[config.mk]
export PLATFORM = sky130hd
export DESIGN_NAME = souper_aud_rx
export DESIGN_NICKNAME = d
export VERILOG_FILES = /design/src/rtl/souper_aud_rx_pkg.sv /design/src/rtl/souper_aud_rx_fifo.sv /design/src/rtl/souper_aud_rx.sv
export SDC_FILE = /design/constraint.sdc
export NUM_CORES = 1
export LEC_CHECK = 0
export ABC_AREA = 0
export BUFFER_PORTS_ARGS = -buffer_cell sky130_fd_sc_hd__buf_2
export CAP_MARGIN = 20
export CORE_UTILIZATION = 65
export CTS_CLUSTER_SIZE = 24
export DETAILED_ROUTE_END_ITERATION = 10
export GPL_TIMING_DRIVEN = 0
export MAX_ROUTING_LAYER = met4
export PLACE_DENSITY = 0.92
export SYNTH_ARGS = -nofsm -noshare
export SYNTH_HDL_FRONTEND = slang
export SYNTH_SLANG_ARGS = --single-unit
[constraint.sdc]
create_clock -name clk -period 9.4 [get_ports clk]
set_input_delay 0.47 -clock clk [delete_from_list [all_inputs] [get_ports clk]]
set_output_delay 0.47 -clock clk [all_outputs]
set_load 0.01 [all_outputs]
[src/rtl/souper_aud_rx_pkg.sv]
// rtl/souper_aud_rx_pkg.sv - shared state encodings, defaults and helpers for the Souper audio receiver
package souper_aud_rx_pkg;

    // Receiver FSM encodings; the mapper side of the port uses the same values
    typedef enum logic [1:0] {
        ST_ARM    = 2'd0,
        ST_IDLE   = 2'd1,
        ST_SETTLE = 2'd2,
        ST_PUSH   = 2'd3
    } aud_state_t;

    localparam int DEF_DEPTH       = 16;
    localparam int DEF_SYNC_STAGES = 2;
    localparam int DEF_SETTLE      = 4;

    // Saturating 8-bit increment used by the lost-command counter
    function automatic logic [7:0] sat_inc8(input logic [7:0] v);
        return (v == 8'hFF) ? v : v + 8'd1;
    endfunction

endpackage

[src/rtl/souper_aud_rx_fifo.sv]
// rtl/souper_aud_rx_fifo.sv - show-ahead command FIFO with registered head and no bypass
module souper_aud_fifo #(
    parameter int DEPTH = 16,
    parameter int WIDTH = 8,
    localparam int AW   = $clog2(DEPTH)
) (
    input  logic             clk,
    input  logic             reset_n,
    input  logic             push,
    input  logic [WIDTH-1:0] push_data,
    input  logic             pop_req,
    output logic [WIDTH-1:0] dout,
    output logic             valid,
    output logic [AW:0]      level,
    output logic             full
);

    localparam logic [AW:0] PTR_ONE = {{AW{1'b0}}, 1'b1};
    localparam logic [AW:0] DEPTH_W = (AW+1)'(DEPTH);

    logic [WIDTH-1:0] mem [DEPTH];
    logic [AW:0]      wr_ptr;
    logic [AW:0]      rd_ptr;
    logic [AW:0]      rd_next;
    logic             pop;
    logic             wr_en;
    logic             head_valid_next;

    // Pointers carry an extra MSB so the difference distinguishes full from empty
    assign level = wr_ptr - rd_ptr;
    assign full  = (level == DEPTH_W);
    assign pop   = pop_req & valid;
    // A pop in the same cycle frees the slot, so a push into a full FIFO still lands
    assign wr_en = push & (~full | pop);

    assign rd_next = pop ? (rd_ptr + PTR_ONE) : rd_ptr;
    // Head validity ignores this cycle's push: a fresh entry becomes visible one cycle later
    assign head_valid_next = pop ? (level != PTR_ONE) : (level != '0);

    // Storage array; contents are meaningless until written, so it carries no reset
    always_ff @(posedge clk) begin
        if (wr_en) begin
            mem[wr_ptr[AW-1:0]] <= push_data;
        end
    end

    // Pointer advance and registered show-ahead head
    always_ff @(posedge clk or negedge reset_n) begin
        if (!reset_n) begin
            wr_ptr <= '0;
            rd_ptr <= '0;
            valid  <= 1'b0;
            dout   <= '0;
        end else begin
            if (wr_en) begin
                wr_ptr <= wr_ptr + PTR_ONE;
            end
            rd_ptr <= rd_next;
            valid  <= head_valid_next;
            if (head_valid_next) begin
                dout <= mem[rd_next[AW-1:0]];
            end
        end
    end

endmodule

[src/rtl/souper_aud_rx.sv]
// rtl/souper_aud_rx.sv - Souper audio port receiver: request resync, edge detect, settle, queue
module souper_aud_rx
    import souper_aud_rx_pkg::*;
#(
    parameter int DEPTH       = DEF_DEPTH,
    parameter int SYNC_STAGES = DEF_SYNC_STAGES,
    parameter int SETTLE      = DEF_SETTLE
) (
    input  logic                     clk,
    input  logic                     reset_n,
    input  logic                     aud_req_n,
    input  logic [7:0]               aud_com,
    output logic [7:0]               cmd_data,
    output logic                     cmd_valid,
    input  logic                     cmd_ready,
    output logic [$clog2(DEPTH):0]   fifo_level,
    output logic                     overflow,
    input  logic                     ovf_clr,
    output logic [7:0]               drop_cnt
);

    localparam int CW = $clog2(SETTLE) + 1;
    localparam int AC = $clog2(SYNC_STAGES + 1);
    localparam logic [CW-1:0] CNT_LOAD = CW'(SETTLE - 1);
    localparam logic [CW-1:0] CNT_ONE  = CW'(1);
    localparam logic [AC-1:0] ARM_LAST = AC'(SYNC_STAGES);
    localparam logic [AC-1:0] ARM_ONE  = AC'(1);

    logic [SYNC_STAGES-1:0] req_sync;
    logic                   req_s;
    logic                   req_ref;
    logic [7:0]             com_s1;
    logic [7:0]             com_s2;
    logic [CW-1:0]          settle_cnt;
    logic [AC-1:0]          arm_cnt;
    logic [7:0]             cmd_byte;
    aud_state_t             state_q;
    aud_state_t             state_d;
    logic                   evt;
    logic                   ref_load;
    logic                   cnt_load;
    logic                   cnt_dec;
    logic                   byte_latch;
    logic                   push;
    logic                   settle_drop;
    logic                   fifo_full;
    logic                   pop;
    logic                   drop;

    // Request line resynchroniser; idles high like the released open-drain line
    always_ff @(posedge clk or negedge reset_n) begin
        if (!reset_n) begin
            req_sync <= '1;
        end else begin
            req_sync <= {req_sync[SYNC_STAGES-2:0], aud_req_n};
        end
    end

    // Command bus sampler, free-running two-flop pipeline
    always_ff @(posedge clk or negedge reset_n) begin
        if (!reset_n) begin
            com_s1 <= '0;
            com_s2 <= '0;
        end else begin
            com_s1 <= aud_com;
            com_s2 <= com_s1;
        end
    end

    assign req_s = req_sync[SYNC_STAGES-1];
    assign evt   = (req_s != req_ref);
    assign pop   = cmd_valid & cmd_ready;

    // FSM state register
    always_ff @(posedge clk or negedge reset_n) begin
        if (!reset_n) begin
            state_q <= ST_ARM;
        end else begin
            state_q <= state_d;
        end
    end

    // FSM next-state logic; a fresh edge in SETTLE wins over an expiring count
    always_comb begin
        state_d = state_q;
        case (state_q)
            ST_ARM:    if (arm_cnt == ARM_LAST) state_d = ST_IDLE;
            ST_IDLE:   if (evt) state_d = ST_SETTLE;
            ST_SETTLE: if (!evt && settle_cnt == '0) state_d = ST_PUSH;
            ST_PUSH:   state_d = ST_IDLE;
            default:   state_d = ST_ARM;
        endcase
    end

    // FSM output decode: datapath strobes per state
    always_comb begin
        ref_load    = 1'b0;
        cnt_load    = 1'b0;
        cnt_dec     = 1'b0;
        byte_latch  = 1'b0;
        push        = 1'b0;
        settle_drop = 1'b0;
        case (state_q)
            ST_ARM: begin
                ref_load = 1'b1;
            end
            ST_IDLE: begin
                ref_load = evt;
                cnt_load = evt;
            end
            ST_SETTLE: begin
                if (evt) begin
                    ref_load    = 1'b1;
                    cnt_load    = 1'b1;
                    settle_drop = 1'b1;
                end else if (settle_cnt == '0) begin
                    byte_latch = 1'b1;
                end else begin
                    cnt_dec = 1'b1;
                end
            end
            ST_PUSH: begin
                push = 1'b1;
            end
            default: ;
        endcase
    end

    // Reference level, settle timer, arm timer and captured command byte
    always_ff @(posedge clk or negedge reset_n) begin
        if (!reset_n) begin
            req_ref    <= 1'b1;
            settle_cnt <= '0;
            arm_cnt    <= '0;
            cmd_byte   <= '0;
        end else begin
            if (ref_load) req_ref <= req_s;
            if (cnt_load) begin
                settle_cnt <= CNT_LOAD;
            end else if (cnt_dec) begin
                settle_cnt <= settle_cnt - CNT_ONE;
            end
            if (state_q == ST_ARM) arm_cnt <= arm_cnt + ARM_ONE;
            if (byte_latch) cmd_byte <= com_s2;
        end
    end

    assign drop = settle_drop | (push & fifo_full & ~pop);

    // Sticky overflow and saturating drop counter; clear beats a simultaneous drop
    always_ff @(posedge clk or negedge reset_n) begin
        if (!reset_n) begin
            overflow <= 1'b0;
            drop_cnt <= '0;
        end else if (ovf_clr) begin
            overflow <= 1'b0;
            drop_cnt <= '0;
        end else if (drop) begin
            overflow <= 1'b1;
            drop_cnt <= sat_inc8(drop_cnt);
        end
    end

    souper_aud_fifo #(
        .DEPTH (DEPTH),
        .WIDTH (8)
    ) u_fifo (
        .clk       (clk),
        .reset_n   (reset_n),
        .push      (push),
        .push_data (cmd_byte),
        .pop_req   (cmd_ready),
        .dout      (cmd_data),
        .valid     (cmd_valid),
        .level     (fifo_level),
        .full      (fifo_full)
    );

endmodule

==> flow_summary_export.csv, run 1 <==
group,metric,value,unit
grt,grt_overflow_total,0,
clock_network,clkTransAtPathRegs,0.07,ns
place,hpwlAfterDp,13620,um
logic_synthesis,ys_seq_elements,190,
logic_synthesis,ys.flop_type,"edfxtp_1",
die,die_y,113.6,um
die,dieArea,0.01289,sq mm
logic_synthesis,syn_avg_cell_area,13.07,sq um
logic_synthesis,synth_top_area_cell,"edfxtp_1",
timing,finalSetupViolations,0,
clock_network,root_buffer,"clkbuf_16",
timing,max_freq,267.2,MHz
grt,antenna_found_initial,0,
setup_path,path_class,"reg -> reg",
timing,maxSlewViolCount,0,
setup_path,critical_path_required,9.53,ns
logic_synthesis,synth_commonest_cells,"edfxtp_1, nand2_1, dfrtp_1",
clock_network,max-clock-path-buffers,2,
flow_run,drv_cap,0,
setup_path,cpMaxStageDelayCell,"nor3b_1",
logic_synthesis,ys_seq_area_frac,0.6674,
setup_path,start_kind,"flip-flop",
pwr,p_seq_frac,0.390,
clock_network,cts_tree,"built",
logic_synthesis,synth_nets,650,
timing,rsz0062_at_grt,"no",
timing,slew_headroom,0.2514,
clock_network,insertion_delay,0.44,ns
drt,vias,5836,
setup_path,max_stage_delay,0.56,ns
clock_network,hold_buffers,0,
setup_path,worstPathMaxFanout,10,
setup_path,timing.rr.start,"u_fifo.wr_ptr[0]",
pwr,internal_power,1.964,mW
grt,grt_pass1_wl,31660,um
worst_hold_path,hp-class,"in -> async",
final_layout,fin_util,0.7552,
setup_path,worstPathCellList,"inv_1 -> ha_1 -> fa_1 -> xnor2_1 -> nor3b_1 -> mux2i_1 -> o41ai_4 -> or2_2 -> nor3b_1 -> buf_2",
die,core_area,0.01206,sq mm
logic_synthesis,yosys-top-cells-area,"edfxtp_1, dfrtp_1, a22oi_1",
clock_network,cts_num_sinks,190,
logic_synthesis,syn_area,0.008089,sq mm
drt,post_drt_wl_per_cell,23.57,um
setup_path,worstPathArrival,3.87,ns
timing,period_share,0.3982,
pwr,switchingPower,1.321,mW
final_layout,multi_input_area,0.002461,sq mm
setup_path,critical-path-top-delay-family,"simple AND/OR/NAND/NOR gates",
drt,via_per_inst,6.794,
logic_synthesis,synth_edf_count,128,
timing,tns,0,ns
clock_network,cts-resized-gates,0,
logic_synthesis,synth_cell_types,45,
setup_path,cp-startpoint,"u_fifo.wr_ptr[0]",
pwr,power_switching_share,0.4022,
grt,grt_use_total,0.3498,
pwr,p_leak,3.497,nW
timing,fin_skew,0.01473,ns
pwr,total_power,3.285,mW
pwr,pwr-share-clk,0.215,
final_layout,ff_latch_area,0.005399,sq mm
die,ioPinCount,36,
clock_network,htreeDepth,4,
pwr,combPwrFrac,0.396,
die,die_w,113.6,um
pwr,ir_drop,0.0004214,V
logic_synthesis,synth.most_common_cell,"edfxtp_1",
status,status,"finished, final reports clean",
logic_synthesis,yosysTopAreaCellShare,0.4752,
timing,hold_viol,0,
setup_path,ff2ff_path_depth,10,
final_layout,fillers,709,
setup_path,crit_cells,10,
pwr,power_density,360.7,mW/mm^2
drt,drtAntennaViolNets,0,
logic_synthesis,ys_warn_count,0,
grt,grt_pass1_vias,5846,
setup_path,cp_common_cell,"nor3b_1",
clock_network,cts_setup_buffers,0,
drt,drtIter0Drc,821,
final_layout,nets,709,
timing,finalCriticalPeriod,3.743,ns
drt,wirelength,20240,um
die,start_util,0.6706,
clock_network,cts_made_buffers,17,
drt,dr.pass1.iters,7,
setup_path,regToRegSetupSlack,5.66,ns
drt,drc_errors,0,
logic_synthesis,synthArstFlopShare,0.3263,
setup_path,crit_path_end_kind,"flip-flop",
setup_path,r2r_end,"u_fifo.mem[6][2]",
die,num_rows,40,
setup_path,endpoint,"u_fifo.mem[6][2]",
final_layout,drive_gt1_frac,0.1635,
final_layout,diodes,0,
grt,grt_max_degree,40,
final_layout,area_growth,12.61,%
place,port_buffers,34,
place,place.gp.congestion,0.9608,
setup_path,path_buf_inv,2,
timing,tightest_slew,1.115,ns
logic_synthesis,postSynthCellCount,619,
[stage by stage]
| stage | hold WS [ns] | cell area (sq um) | cells | worst slack [ns] |
|---|---|---|---|---|
| after floorplan | 0.1744 | 8089 | 619 | 6.005 |
| after global placement | 0.3343 | 8469 | 821 | 5.523 |
| after detailed placement | 0.3347 | 8523 | 827 | 5.764 |
| after CTS | 0.07414 | 9109 | 859 | 5.703 |
| after global routing | 0.09623 | 9109 | 859 | 5.500 |
| final | 0.05533 | 9109 | 859 | 5.657 |
[cell families after synthesis]
| kind of cell | count (synthesis) | synth area share |
|---|---|---|
| flops | 190 | 0.6674 |
| fa+ha+maj | 18 | 0.02877 |
| buf+inv | 59 | 0.02908 |
| simple gates | 206 | 0.1244 |
| mux | 22 | 0.03016 |
| xor+xnor | 18 | 0.02135 |
| compound gates | 106 | 0.09884 |
[state kept, by name, summed over array words and instances (netlist names), 3 cells and up]
name           cells
u_fifo.mem       128
cmd_byte           8
com_s1             8
com_s2             8
drop_cnt           8
u_fifo.dout        8
u_fifo.rd_ptr      5
u_fifo.wr_ptr      5
settle_cnt         3
[cells in the final DEF, fill, tap and decap left out, types with 9 or more instances in the layout]
| master | instances |
|---|---|
| edfxtp_1 | 128 |
| nand2_1 | 76 |
| dfrtp_1 | 59 |
| a22oi_1 | 48 |
| buf_2 | 46 |
| nand3_1 | 45 |
| nand4_1 | 34 |
| inv_1 | 25 |
| clkbuf_1 | 23 |
| mux2_2 | 19 |
| clkbuf_16 | 18 |
| ha_1 | 17 |
| nor2_1 | 16 |
| a221oi_1 | 16 |
| a31oi_1 | 14 |
| xnor2_1 | 11 |
| a21oi_1 | 9 |
[power by group through the flow]
stage / Clock, mW / Combinational (mW) / Sequential (mW)
after global routing: 0.740 / 1.39 / 1.29
after floorplan: 0 / 0.864 / 1.23
after detailed placement: 0 / 1.25 / 1.29
after global placement: 0 / 1.18 / 1.27
final: 0.706 / 1.30 / 1.28
after CTS: 0.710 / 1.27 / 1.27
[per-layer routing]
metal  vias to the layer above  GRT usage  routed length (um)
li1                       2463          -                   -
met1                      2849     0.4309                7212
met2                       442     0.5561               10060
met3                        82    0.07279                2130
met4                         0     0.1746                 841
met5                         -          -                   0
[final cells by class]
type / count / area share
sequential: 190 / 0.5927
multi-input combinational: 370 / 0.2702
clock buffer: 21 / 0.05398
timing repair buffer: 40 / 0.02390
tap: 168 / 0.02308
buffer: 33 / 0.01511
inverter: 26 / 0.01071
clock inverter: 11 / 0.01030
[worst min path at each step]
stage,startpoint,to,slack [ns],cells after the start
2_1_floorplan,reset_n,arm_cnt[0],0.17,0
3_3_place_gp,com_s1[3],com_s2[3],0.33,0
3_5_place_dp,com_s1[6],com_s2[6],0.33,0
4_1_cts,reset_n,u_fifo.dout[7],0.07,1
5_1_grt,reset_n,u_fifo.dout[3],0.1,1
6_report,reset_n,u_fifo.dout[3],0.06,1
[worst register-to-register path, stage by stage, from the launching register on]
cell and delay (ns):
dfrtp_1 0.41, inv_1 0.12, ha_1 0.23, fa_1 0.41, xnor2_1 0.27, nor3b_1 0.09
mux2i_1 0.41, o41ai_4 0.23, or2_2 0.37, nor3b_1 0.56, buf_2 0.33
Note: power is estimated with default switching activity, not from simulation.
==> run 2, diff against run 1 <==
- CORE_UTILIZATION: 65 -> 61
- PLACE_DENSITY: 0.92 -> 0.87
- clock period: 9.4 -> 3.6 ns (I/O delays scaled with it)
==> run 2 against run 1 <==
Non-clock buffer count up 10. Sequential share of layout area decreased by 0.99 points. Die area grew 6.4%. Global-route usage down 3.5 points.
==> flow_summary_export.csv, run 2 (synthesis results as in run 1) <==
group,metric,value,unit
pwr,power_switching_share,0.3915,
setup_path,r2r_end,"u_fifo.mem[5][6]",
setup_path,ff2ff_path_depth,10,
timing,maxSlewViolCount,0,
die,ioPinCount,36,
timing,max_freq,299.2,MHz
grt,grt_max_degree,40,
pwr,ir_drop,0.001192,V
worst_hold_path,whs_endpoint,"drop_cnt[1]",
clock_network,clkTransAtPathRegs,0.06,ns
timing,finalCriticalPeriod,3.342,ns
drt,wirelength,19700,um
pwr,internal_power,5.252,mW
grt,grt_pass1_vias,5611,
timing,period_share,0.9283,
pwr,power_density,931.7,mW/mm^2
setup_path,path_class,"reg -> reg",
pwr,p_seq_frac,0.385,
final_layout,final_common_cell,"edfxtp_1",
final_layout,mostFrequentLayoutCells,"edfxtp_1, nand2_1, dfrtp_1, a22oi_1, buf_2",
grt,antenna_found_initial,0,
timing,rsz0062_at_grt,"no",
clock_network,insertion_delay,0.44,ns
pwr,combPwrFrac,0.397,
final_layout,layout.cells.non_filler,873,
setup_path,critical_path_required,3.72,ns
drt,vias,5843,
drt,via_per_inst,6.693,
clock_network,cts_tree,"built",
final_layout,largest_reg_flops,128,
grt,grt_overflow_total,0,
setup_path,crit_path_end_kind,"flip-flop",
grt,grt_pass1_wl,29850,um
timing,slew_headroom,0.3310,
drt,dr.pass1.iters,8,
drt,drc_errors,0,
worst_hold_path,min_from,"ovf_clr",
final_layout,nets,719,
clock_network,cts_made_buffers,17,
pwr,p_leak,3.553,nW
final_layout,fin_util,0.7252,
flow_run,drv_cap,0,
setup_path,start_kind,"flip-flop",
die,die_y,117.2,um
setup_path,worstPathArrival,3.47,ns
grt,grt_use_total,0.3151,
setup_path,timing.rr.start,"u_fifo.wr_ptr[0]",
setup_path,regToRegSetupSlack,0.26,ns
die,num_rows,41,
timing,fin_skew,0.01699,ns
timing,finalSetupViolations,0,
die,die_w,117.2,um
worst_hold_path,holdPathStages,2,
place,hpwlAfterDp,12910,um
final_layout,fillers,784,
clock_network,cts_setup_buffers,0,
place,dpl-instance-area,0.008528,sq mm
worst_hold_path,hp-class,"in -> reg",
final_layout,fin_area,0.009264,sq mm
drt,drtAntennaViolNets,0,
pwr,switchingPower,3.379,mW
clock_network,htreeDepth,4,
final_layout,ff_latch_area,0.005399,sq mm
place,dp_cells,831,
die,dieArea,0.01373,sq mm
setup_path,worstPathMaxFanout,10,
place,place.gp.congestion,0.9802,
timing,tightest_slew,0.9998,ns
final_layout,area_growth,14.52,%
status,status,"finished, final reports clean",
place,port_buffers,34,
drt,post_drt_wl_per_cell,22.57,um
final_layout,multi_input_area,0.002485,sq mm
final_layout,drive_gt1_frac,0.1655,
pwr,pwr-share-clk,0.218,
clock_network,max-clock-path-buffers,2,
clock_network,root_buffer,"clkbuf_16",
clock_network,cts_num_sinks,190,
timing,hold_viol,0,
die,start_util,0.6333,
final_layout,diodes,0,
drt,drtIter0Drc,951,
die,core_area,0.01277,sq mm
## run 2: worst max path at each step
stage,start,end,slack (ns),cells after the start
finish,u_fifo.wr_ptr[0],u_fifo.mem[5][6],0.26,10
global route,u_fifo.wr_ptr[0],u_fifo.mem[5][6],0.11,10
CTS,u_fifo.wr_ptr[0],u_fifo.mem[5][5],0.006,10
detailed placement,u_fifo.wr_ptr[0],u_fifo.mem[5][5],0.05,10
global placement,u_fifo.wr_ptr[0],u_fifo.mem[6][2],-0.26,9
floorplan,u_fifo.wr_ptr[0],u_fifo.mem[4][0],0.21,9
## run 2: critical path: stages (launching register included)
cell and delay, ns:
dfrtp_1 0.41, inv_1 0.11, ha_1 0.23, fa_1 0.40, xnor2_1 0.26, nor3b_1 0.10, mux2i_2 0.32, o41ai_4 0.18
or2_2 0.39, nor3b_2 0.32, buf_2 0.30
## run 2: metrics by stage
step | hold WS (ns) | setup TNS, ns | total power [mW] | worst slack (ns)
3_3_place_gp | 0.2864 | -8.516 | 6.340 | -0.2614
6_report | 0.1116 | 0 | 8.631 | 0.2581
5_1_grt | 0.1486 | 0 | 8.984 | 0.1113
3_5_place_dp | 0.2259 | 0 | 6.554 | 0.05018
4_1_cts | 0.1165 | 0 | 8.478 | 0.005778
2_1_floorplan | -0.1156 | 0 | 5.474 | 0.2052
## run 2: timing repair
action,in CTS,in global routing
gates resized for setup,0,5
endpoints found under the hold margin,32,0
hold buffers,10,0
endpoints found under the setup margin,0,24
## run 2: metal layers
layer	GRT usage	vias to the layer above	wire length (um)	part of all wire
li1	-	2467	-	-
met1	0.3806	2835	7202	0.37
met2	0.4965	433	9607	0.49
met3	0.06334	108	1868	0.095
met4	0.1831	0	1022	0.052
met5	-	-	0	0
## run 2: power groups by stage
stage	logic [mW]	registers [mW]	clock network (mW)
floorplan	2.26	3.22	0
global placement	3.04	3.30	0
detailed placement	3.21	3.34	0
CTS	3.29	3.31	1.88
global route	3.67	3.36	1.96
finish	3.42	3.32	1.88
## run 2: area by class of cell
cell class,instances,area share
buffer,33,0.01486
clock buffer,26,0.06199
clock inverter,6,0.004052
inverter,26,0.01053
multi-input combinational,370,0.2682
sequential,190,0.5828
tap,172,0.02323
timing repair buffer,50,0.03431
==> run 3, diff against run 2 <==
--- a/config.mk
+++ b/config.mk
@@ -10,2 +10,3 @@
 export CAP_MARGIN = 20
+export CORE_MARGIN = 2
 export CORE_UTILIZATION = 61
==> constraint.sdc (replaced) <==
create_clock -name clk -period 3.6 [get_ports clk]
set_input_delay 0.54 -clock clk [delete_from_list [all_inputs] [get_ports clk]]
set_output_delay 0.54 -clock clk [all_outputs]
set_load 0.01 [all_outputs]
==> run 3 against run 2 <==
Sequential power hardly changed. Cell count is 0.69% lower. Global-route usage is 2.1 points lower. Utilization is 2.4 points lower. Combinational power hardly changed. First-iteration DRC count is 21% lower. Final area is 0.96% lower. Wire length is 3.3% lower. Sequential share of layout area is 0.56 points higher.
==> flow_summary_export.csv, run 3 (synthesis results as in run 1) <==
group,metric,value,unit
grt,antenna_found_initial,0,
die,core_area,0.01309,sq mm
setup_path,crit_path_end_kind,"flip-flop",
drt,drtAntennaViolNets,0,
pwr,ir_drop,0.0009336,V
drt,vias,5642,
setup_path,timing.rr.start,"u_fifo.wr_ptr[0]",
setup_path,worstPathArrival,3.54,ns
final_layout,mostFrequentLayoutCells,"edfxtp_1, nand2_1, dfrtp_1, a22oi_1, buf_2",
timing,finalSetupViolations,0,
place,hpwlAfterDp,13100,um
timing,finalCriticalPeriod,3.404,ns
final_layout,nets,709,
flow_run,drv_cap,0,
clock_network,hold_buffers,0,
timing,maxSlewViolCount,0,
place,place.gp.congestion,1.001,
grt,grt_pass1_wl,30520,um
clock_network,root_buffer,"clkbuf_16",
setup_path,regToRegSetupSlack,0.20,ns
setup_path,start_kind,"flip-flop",
final_layout,drive_gt1_frac,0.1722,
place,port_buffers,34,
clock_network,insertion_delay,0.44,ns
drt,drc_errors,0,
final_layout,final_common_cell,"edfxtp_1",
pwr,power_density,940.7,mW/mm^2
grt,grt_overflow_total,0,
grt,grt_max_degree,42,
timing,hold_viol,0,
final_layout,largest_reg_flops,128,
pwr,p_leak,3.505,nW
clock_network,max-clock-path-buffers,2,
drt,post_drt_wl_per_cell,21.98,um
die,die_y,119.2,um
die,dieArea,0.01420,sq mm
place,dp_cells,835,
setup_path,ff2ff_path_depth,10,
timing,timing.hold.ws,0.1064,ns
drt,wirelength,19050,um
die,start_util,0.6182,
grt,grt_use_total,0.2946,
final_layout,area_growth,13.43,%
timing,max_freq,293.8,MHz
clock_network,cts_made_buffers,17,
die,die_w,119.2,um
clock_network,htreeDepth,4,
final_layout,layout.cells.non_filler,867,
drt,via_per_inst,6.507,
final_layout,fin_util,0.7012,
die,num_rows,42,
clock_network,clkTransAtPathRegs,0.07,ns
setup_path,worstPathMaxFanout,10,
setup_path,path_class,"reg -> reg",
status,status,"finished, final reports clean",
drt,drtIter0Drc,752,
timing,rsz0062_at_grt,"no",
die,ioPinCount,36,
grt,grt_pass1_vias,5682,
timing,tightest_slew,0.9976,ns
final_layout,diodes,0,
timing,period_share,0.9455,
setup_path,critical_path_required,3.74,ns
clock_network,cts_tree,"built",
worst_hold_path,hp-class,"in -> async",
drt,dr.pass1.iters,6,
setup_path,r2r_end,"u_fifo.mem[4][5]",
clock_network,cts_num_sinks,190,
timing,slew_headroom,0.3325,
timing,fin_skew,0.009083,ns
## run 3: cell count changes in the layout (fill, tap and decap cells not counted), moves of 3 or more
cell and change:
clkinv_2 -3, inv_6 +4, dlygate4sd3_1 -10, clkbuf_16 -4
## run 3: worst max-delay path, stage by stage, from the launching register on
cell,delay (ns)
dfrtp_1,0.41
inv_1,0.12
ha_1,0.23
fa_1,0.44
xnor2_2,0.24
nor3b_1,0.09
mux2i_2,0.33
o41ai_4,0.18
or2_2,0.38
nor3b_2,0.38
buf_2,0.29
## run 3: report_power, final
part	total, mW	switching [mW]	leakage (nW)	internal, mW
logic	3.39	2.15	1.27	1.25
registers	3.31	0.409	1.94	2.90
clock network	1.92	0.857	0.295	1.07
## run 3: worst max path at each step
stage                           from                to  slack (ns)  cells after the start
detailed placement  u_fifo.wr_ptr[0]  u_fifo.mem[4][2]       -0.11                     10
CTS                 u_fifo.wr_ptr[0]  u_fifo.mem[4][3]        0.06                     10
global route        u_fifo.wr_ptr[0]  u_fifo.mem[4][3]        0.03                     10
global placement    u_fifo.wr_ptr[0]  u_fifo.mem[4][5]       -0.37                      9
floorplan           u_fifo.wr_ptr[0]  u_fifo.mem[4][0]        0.21                      9
finish              u_fifo.wr_ptr[0]  u_fifo.mem[4][5]        0.20                     10
## run 3: per-stage QoR
step                power, mW  TNS (ns)  setup slack [ns]  instance area (sq um)
detailed placement      6.587    -1.491           -0.1060                   8533
global placement        6.380    -11.80           -0.3732                   8479
floorplan               5.474         0            0.2052                   8089
global route            9.045         0           0.03497                   9175
CTS                     8.534         0           0.06166                   9164
finish                  8.631         0            0.1964                   9175
## run 3: final cells by class
class,instances,area [sq um]
Tap cell,176,220.2
Clock inverter,14,171.4
Inverter,26,97.59
Clock buffer,18,439.2
Sequential cell,190,5399
Fill cell,860,3910
Timing Repair Buffer,40,217.7
Buffer,33,137.6
Multi-Input combinational cell,370,2492
## run 3: routing by layer
metal,GRT usage,vias to the layer above,share of wire
li1,-,2458,-
met1,0.3760,2750,0.38
met2,0.4666,361,0.50
met3,0.04693,73,0.082
met4,0.1429,0,0.041
met5,-,-,0
## run 3: what timing repair did
| action | 4_1_cts | 5_1_grt |
|---|---|---|
| setup endpoints to repair | 22 | 87 |
| gates resized for setup | 4 | 2 |
| buffers inserted | 0 | 0 |
| gates cloned | 0 | 0 |
